### config.mk
export PLATFORM = sky130hd
export DESIGN_NAME = imem_loader_flat
export DESIGN_NICKNAME = d
export VERILOG_FILES = /design/src/rtl/cpu_pkg.sv /design/src/rtl/imem_loader_if.sv /design/src/rtl/loader_chksum.sv /design/src/rtl/imem_loader.sv /design/src/flat_wrapper.sv
export SDC_FILE = /design/constraint.sdc
export NUM_CORES = 1
export LEC_CHECK = 0
export BUFFER_PORTS_ARGS = -buffer_cell sky130_fd_sc_hd__buf_2
export CAP_MARGIN = 40
export CORE_MARGIN = 2
export CORE_UTILIZATION = 57
export DETAILED_ROUTE_END_ITERATION = 6
export MAX_ROUTING_LAYER = met4
export PLACE_DENSITY = 0.79
export SYNTH_ARGS = -nofsm -noshare
export SYNTH_HDL_FRONTEND = slang
export SYNTH_SLANG_ARGS = --single-unit
### constraint.sdc
create_clock -name clk -period 2.1 [get_ports clk]
set_input_delay 0.105 -clock clk [delete_from_list [all_inputs] [get_ports clk]]
set_output_delay 0.105 -clock clk [all_outputs]
set_load 0.02 [all_outputs]
### src/rtl/cpu_pkg.sv
// Shared loader definitions: frame byte width and FSM state encoding.
package cpu_pkg;

  localparam int unsigned BYTE_WIDTH = 8;
  localparam int unsigned STATE_WIDTH = 3;

  localparam logic [STATE_WIDTH-1:0] S_IDLE    = 3'd0;
  localparam logic [STATE_WIDTH-1:0] S_LEN_HI  = 3'd1;
  localparam logic [STATE_WIDTH-1:0] S_LEN_LO  = 3'd2;
  localparam logic [STATE_WIDTH-1:0] S_DATA_HI = 3'd3;
  localparam logic [STATE_WIDTH-1:0] S_DATA_LO = 3'd4;
  localparam logic [STATE_WIDTH-1:0] S_CHECK   = 3'd5;
  localparam logic [STATE_WIDTH-1:0] S_DONE    = 3'd6;
  localparam logic [STATE_WIDTH-1:0] S_ERR     = 3'd7;

  typedef enum logic [STATE_WIDTH-1:0] {
    LD_IDLE    = S_IDLE,
    LD_LEN_HI  = S_LEN_HI,
    LD_LEN_LO  = S_LEN_LO,
    LD_DATA_HI = S_DATA_HI,
    LD_DATA_LO = S_DATA_LO,
    LD_CHECK   = S_CHECK,
    LD_DONE    = S_DONE,
    LD_ERR     = S_ERR
  } ld_state_e;

endpackage

### src/rtl/imem_loader_if.sv
// Loader bus bundle: inbound byte stream (valid/ready) and outbound
// instruction-memory write port.
//   byte_valid/byte_data : stream source -> loader
//   byte_ready           : loader -> stream source
//   imem_we/waddr/wdata  : loader -> instruction memory
// slave = loader side, master = stream source / memory side.
interface imem_loader_if #(
  parameter int unsigned DATA_WIDTH = 16,
  parameter int unsigned ADDR_WIDTH = 8
);
  import cpu_pkg::*;

  logic                  byte_valid;
  logic [BYTE_WIDTH-1:0] byte_data;
  logic                  byte_ready;
  logic                  imem_we;
  logic [ADDR_WIDTH-1:0] imem_waddr;
  logic [DATA_WIDTH-1:0] imem_wdata;

  modport slave (
    input  byte_valid, byte_data,
    output byte_ready, imem_we, imem_waddr, imem_wdata
  );

  modport master (
    output byte_valid, byte_data,
    input  byte_ready, imem_we, imem_waddr, imem_wdata
  );

endinterface

### src/rtl/loader_chksum.sv
// Running XOR over accepted frame bytes.
//   clk, reset : clock, synchronous active-high reset
//   clear      : zero the sum (new frame)
//   en         : fold din into the sum this cycle
//   din        : byte to fold
//   sum        : current XOR of folded bytes
module loader_chksum
  import cpu_pkg::*;
(
  input  logic                  clk,
  input  logic                  reset,
  input  logic                  clear,
  input  logic                  en,
  input  logic [BYTE_WIDTH-1:0] din,
  output logic [BYTE_WIDTH-1:0] sum
);

  always_ff @(posedge clk) begin
    if (reset || clear) begin
      sum <= '0;
    end else if (en) begin
      sum <= sum ^ din;
    end
  end

endmodule

### src/rtl/imem_loader.sv
// Boot-time instruction memory loader. Receives LEN_HI, LEN_LO, N big-endian
// words and a trailing XOR checksum byte; writes words from address 0 and
// holds the CPU until a frame checks out.
//   clk, reset    : clock, synchronous active-high reset
//   start         : begin a load (honoured in IDLE, DONE, ERR)
//   bus (slave)   : byte stream in, instruction-memory write port out
//   cpu_hold      : keep CPU in reset
//   busy          : frame in progress
//   done, error   : sticky result of the last frame
//   words_written : words written in the current/last frame
module imem_loader
  import cpu_pkg::*;
#(
  parameter int unsigned DATA_WIDTH = 16,
  parameter int unsigned ADDR_WIDTH = 8,
  parameter int unsigned IMEM_DEPTH = 256
) (
  input  logic                clk,
  input  logic                reset,
  input  logic                start,
  imem_loader_if.slave        bus,
  output logic                cpu_hold,
  output logic                busy,
  output logic                done,
  output logic                error,
  output logic [ADDR_WIDTH:0] words_written
);

  localparam int unsigned LEN_WIDTH = 2 * BYTE_WIDTH;
  localparam int unsigned WC_WIDTH  = ADDR_WIDTH + 1;

  ld_state_e             state;
  logic [BYTE_WIDTH-1:0] len_hi;
  logic [LEN_WIDTH-1:0]  len;
  logic [BYTE_WIDTH-1:0] hi_byte;
  logic                  imem_we_q;
  logic [ADDR_WIDTH-1:0] waddr_q;
  logic [DATA_WIDTH-1:0] wdata_q;
  logic [BYTE_WIDTH-1:0] xor_sum;
  logic                  ready_c;
  logic                  accept_c;
  logic                  start_ok_c;
  logic [LEN_WIDTH-1:0]  len_c;

  // Ready depends on state only, never on byte_valid.
  always_comb begin
    ready_c = 1'b0;
    case (state)
      LD_LEN_HI, LD_LEN_LO, LD_DATA_HI, LD_DATA_LO, LD_CHECK: ready_c = 1'b1;
      default:                                                ready_c = 1'b0;
    endcase
  end

  assign accept_c   = bus.byte_valid && ready_c;
  assign start_ok_c = start && (state == LD_IDLE || state == LD_DONE || state == LD_ERR);
  assign len_c      = {len_hi, bus.byte_data};

  // Every frame byte except the checksum itself enters the running XOR.
  loader_chksum u_chksum (
    .clk   (clk),
    .reset (reset),
    .clear (start_ok_c),
    .en    (accept_c && (state != LD_CHECK)),
    .din   (bus.byte_data),
    .sum   (xor_sum)
  );

  // Frame FSM with registered outputs.
  always_ff @(posedge clk) begin
    if (reset) begin
      state         <= LD_IDLE;
      len_hi        <= '0;
      len           <= '0;
      hi_byte       <= '0;
      imem_we_q     <= 1'b0;
      waddr_q       <= '0;
      wdata_q       <= '0;
      cpu_hold      <= 1'b0;
      busy          <= 1'b0;
      done          <= 1'b0;
      error         <= 1'b0;
      words_written <= '0;
    end else begin
      imem_we_q <= 1'b0;
      // Count a word once its write cycle has been presented.
      if (imem_we_q) begin
        words_written <= words_written + WC_WIDTH'(1);
      end

      case (state)
        LD_IDLE, LD_DONE, LD_ERR: begin
          if (start) begin
            state         <= LD_LEN_HI;
            len_hi        <= '0;
            len           <= '0;
            cpu_hold      <= 1'b1;
            busy          <= 1'b1;
            done          <= 1'b0;
            error         <= 1'b0;
            words_written <= '0;
          end
        end
        LD_LEN_HI: begin
          if (accept_c) begin
            len_hi <= bus.byte_data;
            state  <= LD_LEN_LO;
          end
        end
        LD_LEN_LO: begin
          if (accept_c) begin
            len <= len_c;
            if (len_c > LEN_WIDTH'(IMEM_DEPTH)) begin
              state <= LD_ERR;
              busy  <= 1'b0;
              error <= 1'b1;
            end else if (len_c == '0) begin
              state <= LD_CHECK;
            end else begin
              state <= LD_DATA_HI;
            end
          end
        end
        LD_DATA_HI: begin
          if (accept_c) begin
            hi_byte <= bus.byte_data;
            state   <= LD_DATA_LO;
          end
        end
        LD_DATA_LO: begin
          if (accept_c) begin
            imem_we_q <= 1'b1;
            wdata_q   <= DATA_WIDTH'({hi_byte, bus.byte_data});
            waddr_q   <= ADDR_WIDTH'(words_written);
            // words_written is already up to date: two accepts separate writes.
            if (LEN_WIDTH'(words_written) + LEN_WIDTH'(1) == len) begin
              state <= LD_CHECK;
            end else begin
              state <= LD_DATA_HI;
            end
          end
        end
        LD_CHECK: begin
          if (accept_c) begin
            busy <= 1'b0;
            if (bus.byte_data == xor_sum) begin
              state    <= LD_DONE;
              done     <= 1'b1;
              cpu_hold <= 1'b0;
            end else begin
              state <= LD_ERR;
              error <= 1'b1;
            end
          end
        end
        default: state <= LD_IDLE;
      endcase
    end
  end

  assign bus.byte_ready = ready_c;
  // Kill a pending write in the same cycle reset is raised.
  assign bus.imem_we    = imem_we_q & ~reset;
  assign bus.imem_waddr = waddr_q;
  assign bus.imem_wdata = wdata_q;

endmodule

### src/flat_wrapper.sv
// flat-port wrapper written by rule: the top's interface ports become plain ports
module imem_loader_flat import cpu_pkg::*;
#(
  parameter int unsigned DATA_WIDTH = 16,
  parameter int unsigned ADDR_WIDTH = 8,
  parameter int unsigned IMEM_DEPTH = 256
)
  (clk, reset, start, cpu_hold, busy, done, error, words_written, bus_byte_valid, bus_byte_data, bus_byte_ready, bus_imem_we, bus_imem_waddr, bus_imem_wdata);
  imem_loader_if #(.DATA_WIDTH(DATA_WIDTH), .ADDR_WIDTH(ADDR_WIDTH)) bus_i ();
  input  logic clk;
  input  logic reset;
  input  logic start;
  output logic cpu_hold;
  output logic busy;
  output logic done;
  output logic error;
  output logic [ADDR_WIDTH:0] words_written;
  input wire logic [$bits(bus_i.byte_valid)-1:0] bus_byte_valid;
  input wire logic [$bits(bus_i.byte_data)-1:0] bus_byte_data;
  output wire logic [$bits(bus_i.byte_ready)-1:0] bus_byte_ready;
  output wire logic [$bits(bus_i.imem_we)-1:0] bus_imem_we;
  output wire logic [$bits(bus_i.imem_waddr)-1:0] bus_imem_waddr;
  output wire logic [$bits(bus_i.imem_wdata)-1:0] bus_imem_wdata;
  assign bus_i.byte_valid = bus_byte_valid;
  assign bus_i.byte_data = bus_byte_data;
  assign bus_byte_ready = bus_i.byte_ready;
  assign bus_imem_we = bus_i.imem_we;
  assign bus_imem_waddr = bus_i.imem_waddr;
  assign bus_imem_wdata = bus_i.imem_wdata;
  imem_loader #(.DATA_WIDTH(DATA_WIDTH), .ADDR_WIDTH(ADDR_WIDTH), .IMEM_DEPTH(IMEM_DEPTH)) u_core (.clk(clk), .reset(reset), .start(start), .bus(bus_i), .cpu_hold(cpu_hold), .busy(busy), .done(done), .error(error), .words_written(words_written));
endmodule
==> out/metrics.cfg <==
[routing]
drt-total-wl_mm = 9.64
drc = 0
detail-route-antenna-nets = 0
viasPerCell = 5.81
num_vias = 3478
routedWlPerCell_um = 16.1
dr.pass1.iters = 5
drt_iter0_drc = 229

[min_path]
hp-start = bus_byte_data[1]
min_path_type = in2reg
whs_path_depth = 3
worstHoldEndpoint = u_core.bus.imem_wdata[1]

[setup_path]
rrSetupSlack_ns = 0.14
worstSetupStartpointType = flop
end_kind = flop
arrival_ns = 2.24
worst-setup-path-type = reg2reg
crit_required_ns = 2.38
r2r-end = u_core.state[1]
reg2reg_depth = 6
r2r-start = u_core.state[1]
critPathMaxFanout = 7

[cts]
cts_buffer_depth = 2
clkLatencyLatePin_ns = 0.36
postCtsHoldBufs = 0
numCtsBuffers = 9
cts_tree = yes
cts-root-buf = clkbuf_8
clk_pin_slew_worst_paths_ns = 0.09
cts.sinks = 81
htreeDepth = 3

[floorplan]
die_w_um = 85.1
dieArea_sq_um = 7250
die_y_um = 85.1
coreArea_sq_um = 6350
rows = 29
io_pins = 51
start_util_pct = 59.1

[global_routing]
grt_use_total_pct = 28.5
antenna_found_initial = 0
first_global_vias = 3327
grt_start_max_net_pins = 47
grt_pass1_wl_mm = 16.2
grt-ovfl-total = 0

[logic_synthesis]
synth_cell_types = 59
ys_seq_elements = 81
synth.avg_cell_area_sq_um = 8.32
synth_top_family_by_area = simple AND/OR/NAND/NOR gates
synth_compound_area_share_pct = 18.0
synth_fa_ha_area_share_pct = 0.667
synthMuxAreaShare_pct = 2.67
synth_xor_area_share_pct = 7.71
synth_edf_count = 0
yosys_warnings = 0
syn-instance-count = 451
syn_nets = 465
yosys.area_share.simple_pct = 23.9
synth_ff_type = dfxtp_1
syn-cell-area_sq_um = 3750
yosysSeqAreaShare_pct = 43.2
async_flop_share_pct = 0

[cells_and_area]
final_util_pct = 71.1
fin_nets = 531
drive_gt1_share_pct = 21.5
area_growth_pct = 20.3
multi_input_area_sq_um = 2030
regArea_sq_um = 1620
fillers = 480
num_antenna_cells = 0

[placed_design]
port_buffers = 50
gp_congestion = 0.946
place_ws_ns = 0.0102
dp_hpwl_mm = 6.75

[power]
vdd.ir_drop.worst_mv = 0.649
total_power_mw = 4.11
intPower_mw = 2.72
p_per_area_nw_per_um2 = 911
pwr-share-comb_pct = 29.0
power_frac_seq_pct = 41.3
switching_share_pct = 33.8
clkPwrFrac_pct = 29.7
leakagePower_nw = 1.87
p_sw_mw = 1.39

[timing]
setup_ws_ns = 0.141
tns_ns = 0
setup_viol = 0
maxSlewHeadroom_pct = 68.9
fmax_mhz = 510
worstMarginPinSlew_ns = 0.467
fin_worst_skew_ns = 0.0118
finalCriticalPeriod_ns = 1.96
post-route-period-util_pct = 93.3
finalHoldViolCount = 0
rsz0062_at_grt = no
maxSlewViolCount = 0

[run]
cap_violations = 0

[run_status]
outcome = completed

flip-flops by register name, summed over array words and instances, names as in the netlist:
| signal | flops |
|---|---|
| u_core.error | 1 |
| u_core.len | 16 |
| u_core.hi_byte | 8 |
| u_core.words_written | 9 |
| u_core.done | 1 |
| u_core.u_chksum.sum | 8 |
| u_core.busy | 1 |
| u_core.imem_we_q | 1 |
| u_core.bus.imem_waddr | 8 |
| u_core.len_hi | 8 |
| u_core.bus.imem_wdata | 16 |
| u_core.cpu_hold | 1 |
| u_core.state | 3 |
final cells by class:
class	count	share of cell area (%)
Timing Repair Buffer	80	11.6
Clock buffer	10	3.05
Clock inverter	6	1.66
Tap cell	77	2.14
Inverter	7	0.582
Multi-Input combinational cell	338	45.0
Sequential cell	81	35.9
worst max-delay path by stage:
stage                             from              end  slack (ns)  depth (start not counted)
3_3_place_gp           u_core.state[1]   u_core.len[12]        0.05                          5
3_5_place_dp           u_core.state[1]    u_core.len[1]        0.01                          6
2_1_floorplan  u_core.words_written[1]  u_core.state[1]        0.28                          6
6_report               u_core.state[1]  u_core.state[1]        0.14                          6
4_1_cts        u_core.words_written[1]  u_core.state[1]        0.03                          6
5_1_grt        u_core.words_written[1]  u_core.state[1]        0.02                          6
layer usage:
layer,global-route usage (%),share of wire (%),vias up
met3,4.86,5.7,15
met2,45.3,48,124
li1,-,-,1707
met5,-,0,-
met1,38.0,45,1632
met4,7.22,1.1,0
metrics by stage:
step	hold WS, ns	std cells	instance area, sq um
2_1_floorplan	0.241	451	3750
3_3_place_gp	0.439	581	4230
3_5_place_dp	0.447	582	4240
4_1_cts	0.0733	598	4460
5_1_grt	0.100	599	4510
6_report	0.0727	599	4510
Yosys cell counts, drive strengths merged, types with 3 or more instances:
master | number | area (sq um)
a21o | 4 | 30.0
a21oi | 44 | 228
a22oi | 16 | 120
a311oi | 4 | 35.0
and2 | 4 | 25.0
buf | 8 | 50.1
clkbuf | 17 | 65.1
dfxtp | 81 | 1620
inv | 7 | 26.3
mux2i | 10 | 100
nand2 | 82 | 308
nand3 | 16 | 85.1
nand4 | 4 | 25.0
nor2 | 50 | 188
nor2b | 5 | 31.3
nor3 | 4 | 25.0
nor4 | 4 | 25.0
o21ai | 12 | 60.1
or3 | 3 | 18.8
or4 | 4 | 33.8
xnor2 | 8 | 70.1
xor2 | 25 | 219
kinds of logic after synthesis:
group,count (synthesis)
simple gates,191
compound gates,102
flops,81
xor+xnor,33
buf+inv,32
mux,10
fa+ha+maj,2
layout by cell type, fill, tap and decap left out, types with 3 or more instances in the layout:
cell type / n
o21ai_0: 11
a21oi_1: 42
clkbuf_8: 10
dfxtp_1: 81
or4_1: 3
nor2b_1: 5
a311oi_1: 3
or3_1: 3
xnor2_1: 8
nand3_1: 15
a21o_1: 4
buf_2: 50
mux2i_1: 10
nand4_1: 4
nor3_1: 3
buf_4: 26
a22oi_1: 16
xor2_1: 25
nand2_1: 82
buf_12: 4
nor4_1: 4
and2_1: 4
inv_1: 6
nor2_1: 50
power by group through the flow:
stage	Clock [mW]	Combinational, mW	Sequential [mW]
6_report	1.22	1.19	1.70
4_1_cts	1.23	1.10	1.70
5_1_grt	1.29	1.30	1.71
3_3_place_gp	0	1.08	1.73
2_1_floorplan	0	0.683	1.73
3_5_place_dp	0	1.08	1.73
worst max-delay path, cell delays in order (launching register included):
cell and delay [ns]:
dfxtp_1 0.39, ha_1 0.40, inv_2 0.12, a2111o_1 0.44, o21ai_1 0.18, nor2_1 0.07, a311oi_1 0.27
timing repair:
action	4_1_cts	5_1_grt
endpoints found under the setup margin	8	14
resized for setup	1	7
pin swaps	0	1
setup buffers	0	1
Note: power is estimated with default switching activity, not from simulation.
